==> config.mk <==
export PLATFORM = sky130hd
export DESIGN_NAME = regfile_wr_arbiter
export DESIGN_NICKNAME = d
export VERILOG_FILES = /design/src/rtl/regfile_wr_arbiter_pkg.sv /design/src/rtl/regfile_wr_arbiter_rr_pick3.sv /design/src/rtl/regfile_wr_arbiter.sv
export SDC_FILE = /design/constraint.sdc
export NUM_CORES = 1
export LEC_CHECK = 0
export CAP_MARGIN = 20
export CELL_PAD_IN_SITES_DETAIL_PLACEMENT = 1
export CELL_PAD_IN_SITES_GLOBAL_PLACEMENT = 1
export CORE_ASPECT_RATIO = 1.1
export CORE_UTILIZATION = 29
export DETAILED_ROUTE_END_ITERATION = 10
export GPL_TIMING_DRIVEN = 0
export PLACE_DENSITY = 0.75
export SYNTH_ARGS = -nofsm -noshare
export SYNTH_HDL_FRONTEND = slang
export SYNTH_SLANG_ARGS = --single-unit
==> constraint.sdc <==
create_clock -name clk -period 4.78 [get_ports clk]
set_clock_uncertainty 0.2 [all_clocks]
set_input_delay 0.478 -clock clk [delete_from_list [all_inputs] [get_ports clk]]
set_output_delay 0.478 -clock clk [all_outputs]
set_load 0.01 [all_outputs]
==> src/rtl/regfile_wr_arbiter_pkg.sv <==
// Shared definitions for the register-bank write-port arbiter.
// Requester indices and the round-robin pointer helper.
package regfile_wr_arbiter_pkg;

  localparam int NUM_REQ = 3;

  localparam logic [1:0] REQ_ALU = 2'd0;
  localparam logic [1:0] REQ_MEM = 2'd1;
  localparam logic [1:0] REQ_MDU = 2'd2;

  typedef logic [NUM_REQ-1:0] req_mask_t;

  // Pointer moves to the requester after the port-A winner.
  function automatic logic [1:0] ptr_after(req_mask_t pick);
    logic [1:0] p;
    p = REQ_ALU;
    unique case (1'b1)
      pick[REQ_ALU]: p = REQ_MEM;
      pick[REQ_MEM]: p = REQ_MDU;
      pick[REQ_MDU]: p = REQ_ALU;
      default:       p = REQ_ALU;
    endcase
    return p;
  endfunction

endpackage

==> src/rtl/regfile_wr_arbiter_rr_pick3.sv <==
// Round-robin one-hot pick among three requesters.
// Search starts at ptr and wraps; excluded requesters are skipped.
module rr_pick3
  import regfile_wr_arbiter_pkg::*;
(
  input  req_mask_t  elig,
  input  logic [1:0] ptr,
  input  req_mask_t  excl,
  output req_mask_t  pick,
  output logic       found
);

  req_mask_t  cand;
  logic [1:0] idx;

  assign cand = elig & ~excl;

  always_comb begin
    pick  = '0;
    found = 1'b0;
    idx   = '0;
    for (int k = 0; k < NUM_REQ; k++) begin
      idx = 2'((32'(ptr) + k) % NUM_REQ);
      if (!found && cand[idx]) begin
        pick[idx] = 1'b1;
        found     = 1'b1;
      end
    end
  end

endmodule

==> src/rtl/regfile_wr_arbiter.sv <==
// Two-port register-bank write arbiter for ALU, load and mul/div.
// Round-robin grants, registered bank writes, pending-dest check.
module regfile_wr_arbiter
  import regfile_wr_arbiter_pkg::*;
#(
  parameter int DATA_WIDTH     = 32,
  parameter int REG_ADDR_WIDTH = 5
) (
  input  logic                      clk,
  input  logic                      rst_n,
  input  logic                      en,
  input  logic                      alu_wr_valid_in,
  input  logic                      mem_wr_valid_in,
  input  logic                      mdu_wr_valid_in,
  input  logic [REG_ADDR_WIDTH-1:0] alu_wr_addr_in,
  input  logic [REG_ADDR_WIDTH-1:0] mem_wr_addr_in,
  input  logic [REG_ADDR_WIDTH-1:0] mdu_wr_addr_in,
  input  logic [DATA_WIDTH-1:0]     alu_wr_data_in,
  input  logic [DATA_WIDTH-1:0]     mem_wr_data_in,
  input  logic [DATA_WIDTH-1:0]     mdu_wr_data_in,
  output logic                      alu_wr_ready_out,
  output logic                      mem_wr_ready_out,
  output logic                      mdu_wr_ready_out,
  output logic [REG_ADDR_WIDTH-1:0] reg_a_wr_addr_out,
  output logic [REG_ADDR_WIDTH-1:0] reg_b_wr_addr_out,
  output logic [DATA_WIDTH-1:0]     reg_a_wr_data_out,
  output logic [DATA_WIDTH-1:0]     reg_b_wr_data_out,
  output logic                      reg_a_wr_en_out,
  output logic                      reg_b_wr_en_out,
  input  logic [REG_ADDR_WIDTH-1:0] chk_addr1_in,
  input  logic [REG_ADDR_WIDTH-1:0] chk_addr2_in,
  output logic                      chk_addr1_pending_out,
  output logic                      chk_addr2_pending_out
);

  logic [REG_ADDR_WIDTH-1:0] addr [NUM_REQ];
  logic [DATA_WIDTH-1:0]     data [NUM_REQ];

  req_mask_t valid, elig, zero, nz, same;
  req_mask_t pick_a, pick_b, ready;
  logic      found_a, found_b;
  logic      hit1, hit2;
  logic [1:0] ptr;

  logic [REG_ADDR_WIDTH-1:0] a_addr, b_addr;
  logic [DATA_WIDTH-1:0]     a_data, b_data;

  assign valid = {mdu_wr_valid_in, mem_wr_valid_in, alu_wr_valid_in};

  assign addr[REQ_ALU] = alu_wr_addr_in;
  assign addr[REQ_MEM] = mem_wr_addr_in;
  assign addr[REQ_MDU] = mdu_wr_addr_in;
  assign data[REQ_ALU] = alu_wr_data_in;
  assign data[REQ_MEM] = mem_wr_data_in;
  assign data[REQ_MDU] = mdu_wr_data_in;

  assign elig = valid & {NUM_REQ{en & rst_n}};
  assign nz   = elig & ~zero;

  always_comb begin
    zero = '0;
    for (int i = 0; i < NUM_REQ; i++)
      zero[i] = (addr[i] == '0);
  end

  rr_pick3 u_pick_a (
    .elig  (nz),
    .ptr   (ptr),
    .excl  ('0),
    .pick  (pick_a),
    .found (found_a)
  );

  always_comb begin
    a_addr = '0;
    a_data = '0;
    for (int i = 0; i < NUM_REQ; i++)
      if (pick_a[i]) begin
        a_addr = addr[i];
        a_data = data[i];
      end
  end

  // Same-destination losers retry so A and B never share a register.
  always_comb begin
    same = '0;
    for (int i = 0; i < NUM_REQ; i++)
      same[i] = (addr[i] == a_addr);
  end

  rr_pick3 u_pick_b (
    .elig  (nz),
    .ptr   (ptr),
    .excl  (pick_a | same),
    .pick  (pick_b),
    .found (found_b)
  );

  always_comb begin
    b_addr = '0;
    b_data = '0;
    for (int i = 0; i < NUM_REQ; i++)
      if (pick_b[i]) begin
        b_addr = addr[i];
        b_data = data[i];
      end
  end

  // r0 writes are acknowledged and dropped.
  assign ready = (elig & zero) | pick_a | pick_b;

  assign alu_wr_ready_out = ready[REQ_ALU];
  assign mem_wr_ready_out = ready[REQ_MEM];
  assign mdu_wr_ready_out = ready[REQ_MDU];

  always_ff @(posedge clk) begin
    if (!rst_n) begin
      ptr               <= REQ_ALU;
      reg_a_wr_en_out   <= 1'b0;
      reg_b_wr_en_out   <= 1'b0;
      reg_a_wr_addr_out <= '0;
      reg_b_wr_addr_out <= '0;
      reg_a_wr_data_out <= '0;
      reg_b_wr_data_out <= '0;
    end else begin
      reg_a_wr_en_out <= found_a;
      reg_b_wr_en_out <= found_b;
      if (found_a) begin
        reg_a_wr_addr_out <= a_addr;
        reg_a_wr_data_out <= a_data;
        ptr               <= ptr_after(pick_a);
      end
      if (found_b) begin
        reg_b_wr_addr_out <= b_addr;
        reg_b_wr_data_out <= b_data;
      end
    end
  end

  always_comb begin
    hit1 = (reg_a_wr_en_out && reg_a_wr_addr_out == chk_addr1_in)
        || (reg_b_wr_en_out && reg_b_wr_addr_out == chk_addr1_in);
    hit2 = (reg_a_wr_en_out && reg_a_wr_addr_out == chk_addr2_in)
        || (reg_b_wr_en_out && reg_b_wr_addr_out == chk_addr2_in);
    for (int i = 0; i < NUM_REQ; i++) begin
      hit1 = hit1 | (valid[i] && addr[i] == chk_addr1_in);
      hit2 = hit2 | (valid[i] && addr[i] == chk_addr2_in);
    end
  end

  assign chk_addr1_pending_out = rst_n && (chk_addr1_in != '0) && hit1;
  assign chk_addr2_pending_out = rst_n && (chk_addr2_in != '0) && hit2;

endmodule

==> reports/summary.log, run 1 <==
qor: drt.detail_route.vias_per_cell 5.79
qor: grt.globalRouteTotalUtil 27.7%
qor: worst_hold_path.min-delay-start reg_a_wr_data_out[2]$_SDFFE_PN0P_
qor: yosys.post_synth.cell_area_avg 7.91 um2
qor: yosys.synth-edff-count 0
qor: cts.ctsHtreeMaxLevel 3
qor: drt.post-route-drc-count 0
qor: drt.dr_total_vias 7,116
qor: outcome.status complete, but fails checks
qor: critical_path.worstPathMaxFanout 9
qor: yosys.post_synth_instance_area 5810 um2
qor: layout.drive_gt1_share 22.7%
qor: grt.first_pass_grt_wire_length 42,800 um
qor: grt.grt_antenna_before_repair 0
qor: yosys.postSynthNetCount 865
qor: layout.num-nets-final 1,106
qor: placed_design.gp_congestion 0.926
qor: cts.cts_bufs_inserted 9
qor: cts.tritoncts_num_sinks 78
qor: cts.clk_root_buffer_cell clkbuf_16
qor: critical_path.crit_path_end_kind primary output
qor: pwr.total_power 0.00297 W
qor: grt.globalRoute.totalOverflow 0
qor: pwr.power_per_cell_area 316 nW/um2
qor: timing.maxClockFrequency 196 MHz
qor: yosys.synth.ff_latch_count 78
qor: placed_design.dp_hpwl 20,400 um
qor: cts.cts.clk_slew.worst_paths 0.06 ns
qor: yosys.synth_flop_cell dfxtp_1
qor: worst_hold_path.whs_path_depth 2
qor: timing.fin_tns_setup -0.840 ns
qor: die.die_area 20,600 um2
qor: yosys.post_synth_num_cell_types 74
qor: cts.clock_network_latency_to_the_later_pin_of_the_worst_skew_pair 0.35 ns
qor: timing.timing.final.crit_share 106%
qor: timing.layout_setup_ws -0.309 ns
qor: die.floorplan.initialDensity 30.0%
qor: drt.drt-total-wl 29,000 um
qor: critical_path.regToRegStartpoint ptr[0]$_SDFFE_PN0P_
qor: grt.pin_count_of_the_biggest_net_entering_global_routing 14
qor: timing.slew_viol_final 0
qor: worst_hold_path.holdCritPathClass reg2reg
qor: drt.route.detailed.wl_per_inst 23.6 um
qor: critical_path.worst_setup_path_start_kind input pin
qor: critical_path.cp_data_required_time 4.10 ns
qor: timing.timing.slew.headroom 54.0%
qor: yosys.ys_warn_count 0
qor: critical_path.critical_path.reg2reg.endpoint reg_b_wr_data_out[7]$_SDFFE_PN0P_
qor: timing.finalHoldViolations 0
qor: yosys.postSynth.asyncResetShare 0%
qor: drt.drtIter0Drc 421
qor: drt.drtPass1Iterations 5
qor: outcome.failed_checks negative setup slack
qor: timing.timing_worst_slew_pin_value 0.690 ns
qor: layout.instances_no_fill 1,228
qor: yosys.syn_inst 734
qor: timing.setup_repair_after_global_routing_missed_its_margin true
qor: placed_design.portBuffers 186
qor: die.fp_rows 53
qor: die.ioPinCount 208
qor: grt.via_count_of_the_first_global_routing_pass 7,278
qor: timing.whs 0.284 ns
qor: timing.finalCriticalPeriod 5.09 ns
qor: die.core-area 19,400 um2
qor: worst_hold_path.timing.hold.worst_endpoint reg_a_wr_data_out[2]$_SDFFE_PN0P_
qor: cts.ctsLongestPathBuffers 2
qor: die.die_h 150 um
qor: yosys.share_of_synthesized_area_occupied_by_flip_flops_and_latches 26.9%
qor: placed_design.placedCellCount 1,167
qor: timing.setup_violations 6
qor: critical_path.category_of_the_most_critical_setup_path in2out
qor: pwr.irDropWorstVdd 0.000195 V
qor: pwr.static_leakage 3.33 nW
qor: critical_path.timing.reg2reg.worst_path_depth 22
qor: cts.cts_hold_buffers 0
qor: die.die_x 137 um
qor: critical_path.worst-endpoint-arrival 4.41 ns
qor: layout.syn_to_final_growth 61.9%
qor: cts.cts_tree done
qor: drt.final_antenna_net_count 0
qor: critical_path.r2r_slack 0.02 ns
qor: job.max_cap_viol_count 0
## per-stage QoR
stage | worst slack, ns | utilization, % | instance area [um2]
after floorplan | 0.0215 | - | 5830
after global placement | -1.75 | 41.3 | 8000
after detailed placement | -1.71 | 41.3 | 8000
after CTS | -0.147 | 46.7 | 9040
after global routing | -0.402 | 48.5 | 9400
final | -0.309 | 48.6 | 9400
## timing repair
| action | 4_1_cts | 5_1_grt |
|---|---|---|
| pin swaps | 31 | 32 |
| resized for setup | 149 | 54 |
| endpoints found under the setup margin | 41 | 34 |
| buffers inserted | 27 | 22 |
## area by class of cell
cell class / instances / area (um2)
fill: 2276 / 9960
multi-input combinational: 566 / 4350
timing repair buffer: 234 / 2240
sequential: 78 / 1570
buffer: 73 / 548
tap: 247 / 309
clock buffer: 11 / 243
clock inverter: 5 / 82.6
inverter: 13 / 60.1
antenna: 1 / 2.50
## state kept, by name, summed over array words and instances (netlist names)
name               count
reg_a_wr_data_out     32
reg_b_wr_data_out     32
reg_a_wr_addr_out      5
reg_b_wr_addr_out      5
ptr                    2
reg_a_wr_en_out        1
reg_b_wr_en_out        1
## kinds of logic (layout without fill, tap and decap cells)
kind of cell,after synthesis,count (layout),synth area share [%]
buffers and inverters,90,336,7.30
other,0,1,0
XOR/XNOR,59,59,8.90
flip-flops,78,78,26.9
AND/OR/NAND/NOR,219,219,17.4
AO/OA/AOI/OAI,277,277,37.4
multiplexers,5,5,0.905
adder cells (fa/ha/maj),6,6,1.21
## cells in the final DEF (no fill, tap or decap), drive strengths merged, types with 8 or more instances in the layout
cell,netlist,routed
nor2b,10,10
a311oi,37,37
inv,12,12
nand3,19,19
nand2,90,90
o21ai,48,48
xor2,43,43
dfxtp,78,78
buf,34,86
nor2,55,55
a21oi,52,52
a31oi,11,11
a22oi,65,65
clkdlybuf4s50,0,174
a211oi,8,8
clkbuf,43,52
nor4,16,16
xnor2,16,16
## metal layers
metal / routed length (um) / track usage, % / up-vias
met1: 11800 / 33.7 / 3527
met3: 1990 / 6.70 / 64
met5: 0 / 0 / -
li1: - / - / 3230
met4: 1070 / 11.2 / 0
met2: 14100 / 46.4 / 295
## critical path, cell delays in order
cell      delay, ns
buf_4          0.17
or4_4          0.57
o21ai_4        0.22
o221ai_4       0.18
a221o_1        0.39
o211a_1        0.27
or3_1          0.33
a222oi_1       0.34
buf_4          0.22
a31o_4         0.18
a2111o_1       0.19
o41ai_4        0.10
a32o_2         0.26
buf_8          0.12
a211o_1        0.24
buf_6          0.13
## worst max-delay path by stage
stage	startpoint	to	slack [ns]	cells after the start
5_1_grt	alu_wr_addr_in[4]	mdu_wr_ready_out	-0.40	17
4_1_cts	mdu_wr_addr_in[1]	mem_wr_ready_out	-0.15	17
2_1_floorplan	mdu_wr_addr_in[4]	mem_wr_ready_out	0.02	15
3_3_place_gp	mem_wr_addr_in[0]	mdu_wr_ready_out	-1.75	16
3_5_place_dp	mem_wr_addr_in[0]	mdu_wr_ready_out	-1.71	16
6_report	alu_wr_addr_in[4]	mem_wr_ready_out	-0.31	16
## cells in the mapped netlist, drive strengths merged, types with 11 or more instances
cell    number  area, um2
a311oi      37        505
xor2        43        377
inv         12       45.0
a21oi       52        260
nor4        16        106
o21ai       48        255
xnor2       16        140
buf         34        213
a31oi       11       68.8
a22oi       65        488
nor2        55        206
nand3       19       95.1
nand2       90        340
clkbuf      43        163
dfxtp       78       1560
## power by group
group          total, W  internal, W  leakage [nW]  switching [W]
registers      0.000910     0.000797         0.649       0.000113
clock network  0.000766     0.000473         0.160       0.000293
logic           0.00130     0.000652          2.53       0.000645
Power figures use the tool's default switching activity.
==> inputs of run 2 (changes only) <==
GPL_ROUTABILITY_DRIVEN = 0   (was unset)
==> run 2 against run 1 <==
Compared with the run above:
- the run still ends with negative setup slack left
- critical path depth rose by 2
- clock power rose by 2%
- power rose by 4.7%
- sequential power barely moved
- sequential share of layout area fell by 0.93 points
- combinational power rose by 9%
- setup slack got worse by 0.22 ns
- via count rose by 4.8%
- largest cell class unchanged
- largest power group unchanged
==> reports/summary.log, run 2 (synthesized netlist as in run 1, its figures left out) <==
qor: job.max_cap_viol_count 0
qor: layout.multiInputGateArea 4550 um2
qor: cts.clock_network_latency_to_the_later_pin_of_the_worst_skew_pair 0.35 ns
qor: layout.count_of_filler_cells_inserted_in_the_layout 2,248
qor: grt.globalRouteTotalUtil 28.6%
qor: drt.post-route-drc-count 0
qor: placed_design.pre_cts_slack -1.78 ns
qor: critical_path.critical_path_source mem_wr_addr_in[1]
qor: critical_path.regToRegStartpoint ptr[0]$_SDFFE_PN0P_
qor: timing.finalCriticalPeriod 5.31 ns
qor: drt.drtIter0Drc 571
qor: placed_design.dp_hpwl 20,300 um
qor: die.die_h 150 um
qor: pwr.irDropWorstVdd 0.000198 V
qor: critical_path.r2r_slack -0.37 ns
qor: cts.clk_root_buffer_cell clkbuf_16
qor: pwr.static_leakage 3.57 nW
qor: layout.design_area 9960 um2
qor: worst_hold_path.holdCritPathClass in2reg
qor: drt.dr_total_vias 7,460
qor: timing.setup_violations 40
qor: cts.tritoncts_num_sinks 78
qor: critical_path.timing.critical_path.max_delay_family compound AO/OA/AOI/OAI gates
qor: outcome.failed_checks negative setup slack
qor: critical_path.cp_data_required_time 4.10 ns
qor: timing.timing.final.crit_share 111%
qor: critical_path.crit_path_end_kind primary output
qor: die.ioPinCount 208
qor: layout.num-nets-final 1,133
qor: cts.cts_bufs_inserted 9
qor: timing.slew_viol_final 0
qor: die.floorplan.initialDensity 30.0%
qor: pwr.total_power 0.00311 W
qor: outcome.status complete, but fails checks
qor: grt.first_pass_grt_wire_length 44,100 um
qor: timing.setup_repair_after_global_routing_missed_its_margin true
qor: grt.via_count_of_the_first_global_routing_pass 7,496
qor: grt.grt_antenna_before_repair 0
qor: drt.detail_route.vias_per_cell 5.94
qor: drt.route.detailed.wl_per_inst 25.2 um
qor: drt.drt-total-wl 31,600 um
qor: timing.finalHoldViolations 0
qor: pwr.power_per_cell_area 313 nW/um2
qor: cts.ctsLongestPathBuffers 2
qor: critical_path.slowest_stage or4_4
qor: worst_hold_path.min-delay-start alu_wr_addr_in[2]
qor: die.core-area 19,400 um2
qor: layout.layout_common_cells 174 x clkdlybuf4s50_1, 87 x nand2_1, 76 x dfxtp_1
qor: cts.cts_hold_buffers 0
qor: die.die_x 137 um
qor: critical_path.worst-endpoint-arrival 4.63 ns
qor: critical_path.crit_path_cell_trace buf_6 > or4_4 > nor2_4 > buf_4 > buf_4 > nor3_4 > nor3_4 > nand2_2 > a221o_1 > a222oi_1 > buf_4 > a31o_4 > a2111o_1 > o41ai_4 > a32o_2 > buf_6 > a211o_1 > buf_6
qor: timing.layout_setup_ws -0.529 ns
qor: placed_design.place_area 8000 um2
qor: drt.drtPass1Iterations 5
qor: drt.final_antenna_net_count 0
qor: cts.cts.clk_slew.worst_paths 0.07 ns
qor: layout.instances_no_fill 1,256
qor: placed_design.portBuffers 186
qor: layout.area_used_by_sequential_logic_in_the_layout 1570 um2
qor: die.fp_rows 53
qor: critical_path.max_stage_delay 0.59 ns
qor: timing.timing_worst_slew_pin_value 0.744 ns
qor: placed_design.placedCellCount 1,167
qor: layout.drive_gt1_share 26.8%
qor: critical_path.category_of_the_most_critical_setup_path in2out
qor: critical_path.worstPathMaxFanout 7
qor: critical_path.worst_setup_path_start_kind input pin
qor: die.die_area 20,600 um2
qor: timing.maxClockFrequency 188 MHz
qor: cts.ctsHtreeMaxLevel 3
qor: grt.globalRoute.totalOverflow 0
qor: timing.timing.slew.headroom 50.4%
qor: layout.syn_to_final_growth 71.4%
qor: timing.whs 0.255 ns
qor: layout.mostFrequentLayoutCell clkdlybuf4s50_1
qor: grt.pin_count_of_the_biggest_net_entering_global_routing 15
qor: layout.layout_top_registers reg_a_wr_data_out: 32 flops, reg_b_wr_data_out: 32 flops
qor: critical_path.cp_num_buf_inv 6
qor: cts.cts_tree done
[run 2: worst paths after layout]
| kind | end | depth (start not counted) |
|---|---|---|
| setup / recovery | mem_wr_ready_out | 18 |
| setup reg to reg | reg_b_wr_data_out[24]$_SDFFE_PN0P_ | 25 |
| hold / removal | reg_b_wr_addr_out[2]$_SDFFE_PN0P_ | 3 |
| hold reg to reg | reg_a_wr_data_out[22]$_SDFFE_PN0P_ | 2 |
[run 2: worst register-to-register path: cells and delay by family, from the launching register on]
kind            cells  cell delay [ns]
fa+ha+maj           2             0.49
simple gates        5             0.87
buf+inv            12             1.57
compound gates      6             1.54
flops               1             0.39
[run 2: what timing repair did]
item | CTS | global route
gates cloned | 0 | 4
hold endpoints to repair | 0 | 0
pin swaps | 43 | 34
setup endpoints to repair | 41 | 40
buffers inserted | 43 | 31
gates resized for setup | 172 | 90
[run 2: through the flow]
| step | util (%) | setup TNS (ns) |
|---|---|---|
| 5_1_grt | 51.4 | -14.29 |
| 3_3_place_gp | 41.3 | -46.97 |
| 3_5_place_dp | 41.3 | -48.15 |
| 6_report | 51.4 | -12.56 |
| 4_1_cts | 47.9 | -0.224 |
| 2_1_floorplan | - | 0 |
[run 2: layout make-up]
cell class / instances / area share, %
clock buffer: 10 / 2.30
sequential: 78 / 15.8
multi-input combinational: 566 / 45.7
antenna: 2 / 0.0503
clock inverter: 6 / 0.943
tap: 247 / 3.10
buffer: 75 / 6.12
timing repair buffer: 259 / 25.4
inverter: 13 / 0.591
[run 2: routing by layer]
metal | GRT usage (%) | wire length [um]
met3 | 7.61 | 2550
met2 | 48.9 | 15800
met4 | 13.3 | 1150
met1 | 33.1 | 12100
met5 | 0 | 0
[run 2: report_power, final]
| part | total [W] | internal [W] | switching [W] |
|---|---|---|---|
| logic | 0.00142 | 0.000719 | 0.000700 |
| clock network | 0.000781 | 0.000463 | 0.000318 |
| registers | 0.000912 | 0.000797 | 0.000116 |
==> inputs of run 3 (changes only) <==
CAP_MARGIN = unset   (was 20)
SETUP_SLACK_MARGIN = 0.3   (was unset)
==> run 3 against run 2 <==
Compared with the run above:
- the flow still finishes with violations (negative setup slack)
- combinational power is essentially flat
- global-route usage fell by 0.67 points
- sequential cell count is the same
- first-iteration DRC count grew 3.0%
- maximum frequency increased by 1.9%
- setup slack improved by 0.099 ns
- utilization is the same
- hold slack worse by 0.0042 ns
- cell count increased by 0.80%
- wire length is 1.7% lower
- final area did not move
==> reports/summary.log, run 3 (synthesized netlist as in run 1, its figures left out) <==
qor: grt.first_pass_grt_wire_length 43,500 um
qor: die.die_h 150 um
qor: cts.clock_network_latency_to_the_later_pin_of_the_worst_skew_pair 0.34 ns
qor: drt.drt-total-wl 31,100 um
qor: placed_design.dp_hpwl 20,000 um
qor: die.fp_rows 53
qor: drt.dr_total_vias 7,482
qor: worst_hold_path.holdCritPathClass in2reg
qor: die.ioPinCount 208
qor: layout.syn_to_final_growth 71.4%
qor: timing.setup_repair_after_global_routing_missed_its_margin true
qor: grt.globalRouteTotalUtil 28.0%
qor: die.core-area 19,400 um2
qor: pwr.power_per_cell_area 306 nW/um2
qor: drt.post-route-drc-count 0
qor: grt.grt_util_met2 49.2%
qor: drt.final_antenna_net_count 0
qor: timing.timing.final.crit_share 109%
qor: grt.grt_util_met3 5.79%
qor: drt.route.detailed.wl_per_inst 24.6 um
qor: grt.pin_count_of_the_biggest_net_entering_global_routing 15
qor: timing.maxClockFrequency 192 MHz
qor: drt.drtPass1Iterations 5
qor: cts.ctsLongestPathBuffers 2
qor: layout.layout_common_cells 174 x clkdlybuf4s50_1, 78 x nand2_1, 76 x dfxtp_1
qor: outcome.status complete, but fails checks
qor: timing.timing.slew.headroom 54.1%
qor: drt.drtIter0Drc 588
qor: pwr.irDropWorstVdd 0.000171 V
qor: critical_path.cp_data_required_time 4.10 ns
qor: placed_design.portBuffers 186
qor: layout.layout_top_registers reg_a_wr_data_out: 32 flops, reg_b_wr_data_out: 32 flops
qor: die.die_x 137 um
qor: cts.cts_bufs_inserted 9
qor: grt.via_count_of_the_first_global_routing_pass 7,550
qor: layout.num-nets-final 1,145
qor: cts.tritoncts_num_sinks 78
qor: grt.grt_use_met1 32.8%
qor: grt.grt_busiest_layer met2
qor: timing.timing_worst_slew_pin_value 0.688 ns
qor: pwr.total_power 0.00305 W
qor: layout.mostFrequentLayoutCell clkdlybuf4s50_1
qor: job.max_cap_viol_count 0
qor: cts.ctsHtreeMaxLevel 3
qor: critical_path.worstPathMaxFanout 7
qor: grt.globalRoute.totalOverflow 0
qor: grt.grt_antenna_before_repair 0
qor: critical_path.crit_path_end_kind primary output
qor: layout.insertedDiodeCount 0
qor: critical_path.worst-endpoint-arrival 4.53 ns
qor: cts.cts_tree done
qor: drt.detail_route.vias_per_cell 5.91
qor: cts.clk_root_buffer_cell clkbuf_16
qor: placed_design.pre_cts_slack -1.70 ns
qor: die.die_area 20,600 um2
qor: outcome.failed_checks negative setup slack
qor: pwr.static_leakage 3.58 nW
qor: layout.drive_gt1_share 27.3%
qor: timing.slew_viol_final 0
qor: die.floorplan.initialDensity 30.0%
qor: timing.setup_violations 40
qor: timing.finalHoldViolations 0
qor: cts.cts.clk_slew.worst_paths 0.07 ns
qor: timing.layout_setup_ws -0.430 ns
qor: critical_path.worst_setup_path_start_kind input pin
qor: critical_path.category_of_the_most_critical_setup_path in2out
qor: timing.finalCriticalPeriod 5.21 ns
## run 3: routing by layer
| layer | vias to the layer above | wire length [um] |
|---|---|---|
| met5 | - | 0 |
| met4 | 0 | 1330 |
| met3 | 102 | 2360 |
| met2 | 396 | 15400 |
| met1 | 3673 | 12000 |
| li1 | 3311 | - |
## run 3: power breakdown
group	switching [W]	leakage (nW)	total (W)	internal, W
combinational	0.000693	2.79	0.00141	0.000716
clock	0.000308	0.148	0.000734	0.000426
sequential	0.000109	0.649	0.000905	0.000797
total	0.00111	3.58	0.00305	0.00194
## run 3: what timing repair did
action                                  4_1_cts  5_1_grt
gates resized for setup                     132       92
hold buffers                                  0        0
hold endpoints to repair                      0        0
buffers inserted                             47       32
cloned                                        0        4
endpoints found under the setup margin       41       41
pin swaps                                    39       25
## run 3: path summary, 6_finish.rpt
kind / from / endpoint / slack [ns] / cells after the start
setup / recovery: en / mem_wr_ready_out / -0.43 / 18
hold / removal: alu_wr_addr_in[3] / reg_b_wr_addr_out[3]$_SDFFE_PN0P_ / 0.25 / 3
setup reg to reg: ptr[0]$_SDFFE_PN0P_ / reg_b_wr_data_out[2]$_SDFFE_PN0P_ / -0.35 / 26
hold reg to reg: reg_a_wr_data_out[20]$_SDFFE_PN0P_ / reg_a_wr_data_out[20]$_SDFFE_PN0P_ / 0.28 / 2
## run 3: worst max-delay path, cell delays in order
cell and delay (ns):
clkdlybuf4s15_1 0.32, and3_1 0.20, clkbuf_2 0.21, o211ai_1 0.17
a32o_2 0.37, a32oi_4 0.39, a21boi_2 0.15, or4_4 0.51
a222oi_1 0.23, buf_4 0.19, a31o_4 0.19, a2111o_1 0.17
buf_6 0.12, o41ai_4 0.06, a32o_2 0.25, buf_8 0.12
a211o_1 0.24, buf_2 0.14
## run 3: stage by stage
step | area [um2] | hold slack [ns] | TNS, ns | instances | utilization [%]
2_1_floorplan | 5940 | 0.278 | 0 | 734 | -
3_3_place_gp | 8110 | 0.260 | -46.17 | 1167 | 41.9
3_5_place_dp | 8110 | 0.269 | -47.62 | 1167 | 41.9
4_1_cts | 9220 | 0.282 | -3.19 | 1230 | 47.6
5_1_grt | 9960 | 0.270 | -16.90 | 1266 | 51.4
6_report | 9960 | 0.251 | -12.43 | 1266 | 51.4
## run 3: cell type report
type                    count  area, um2
repair buffers            269       2600
clock inverters             5       66.3
well taps                 247        309
plain buffers              77        602
fillers                  2237       9410
inverters                  13       55.1
flip-flops and latches     78       1570
multi-input cells         566       4510
clock buffers              11        243
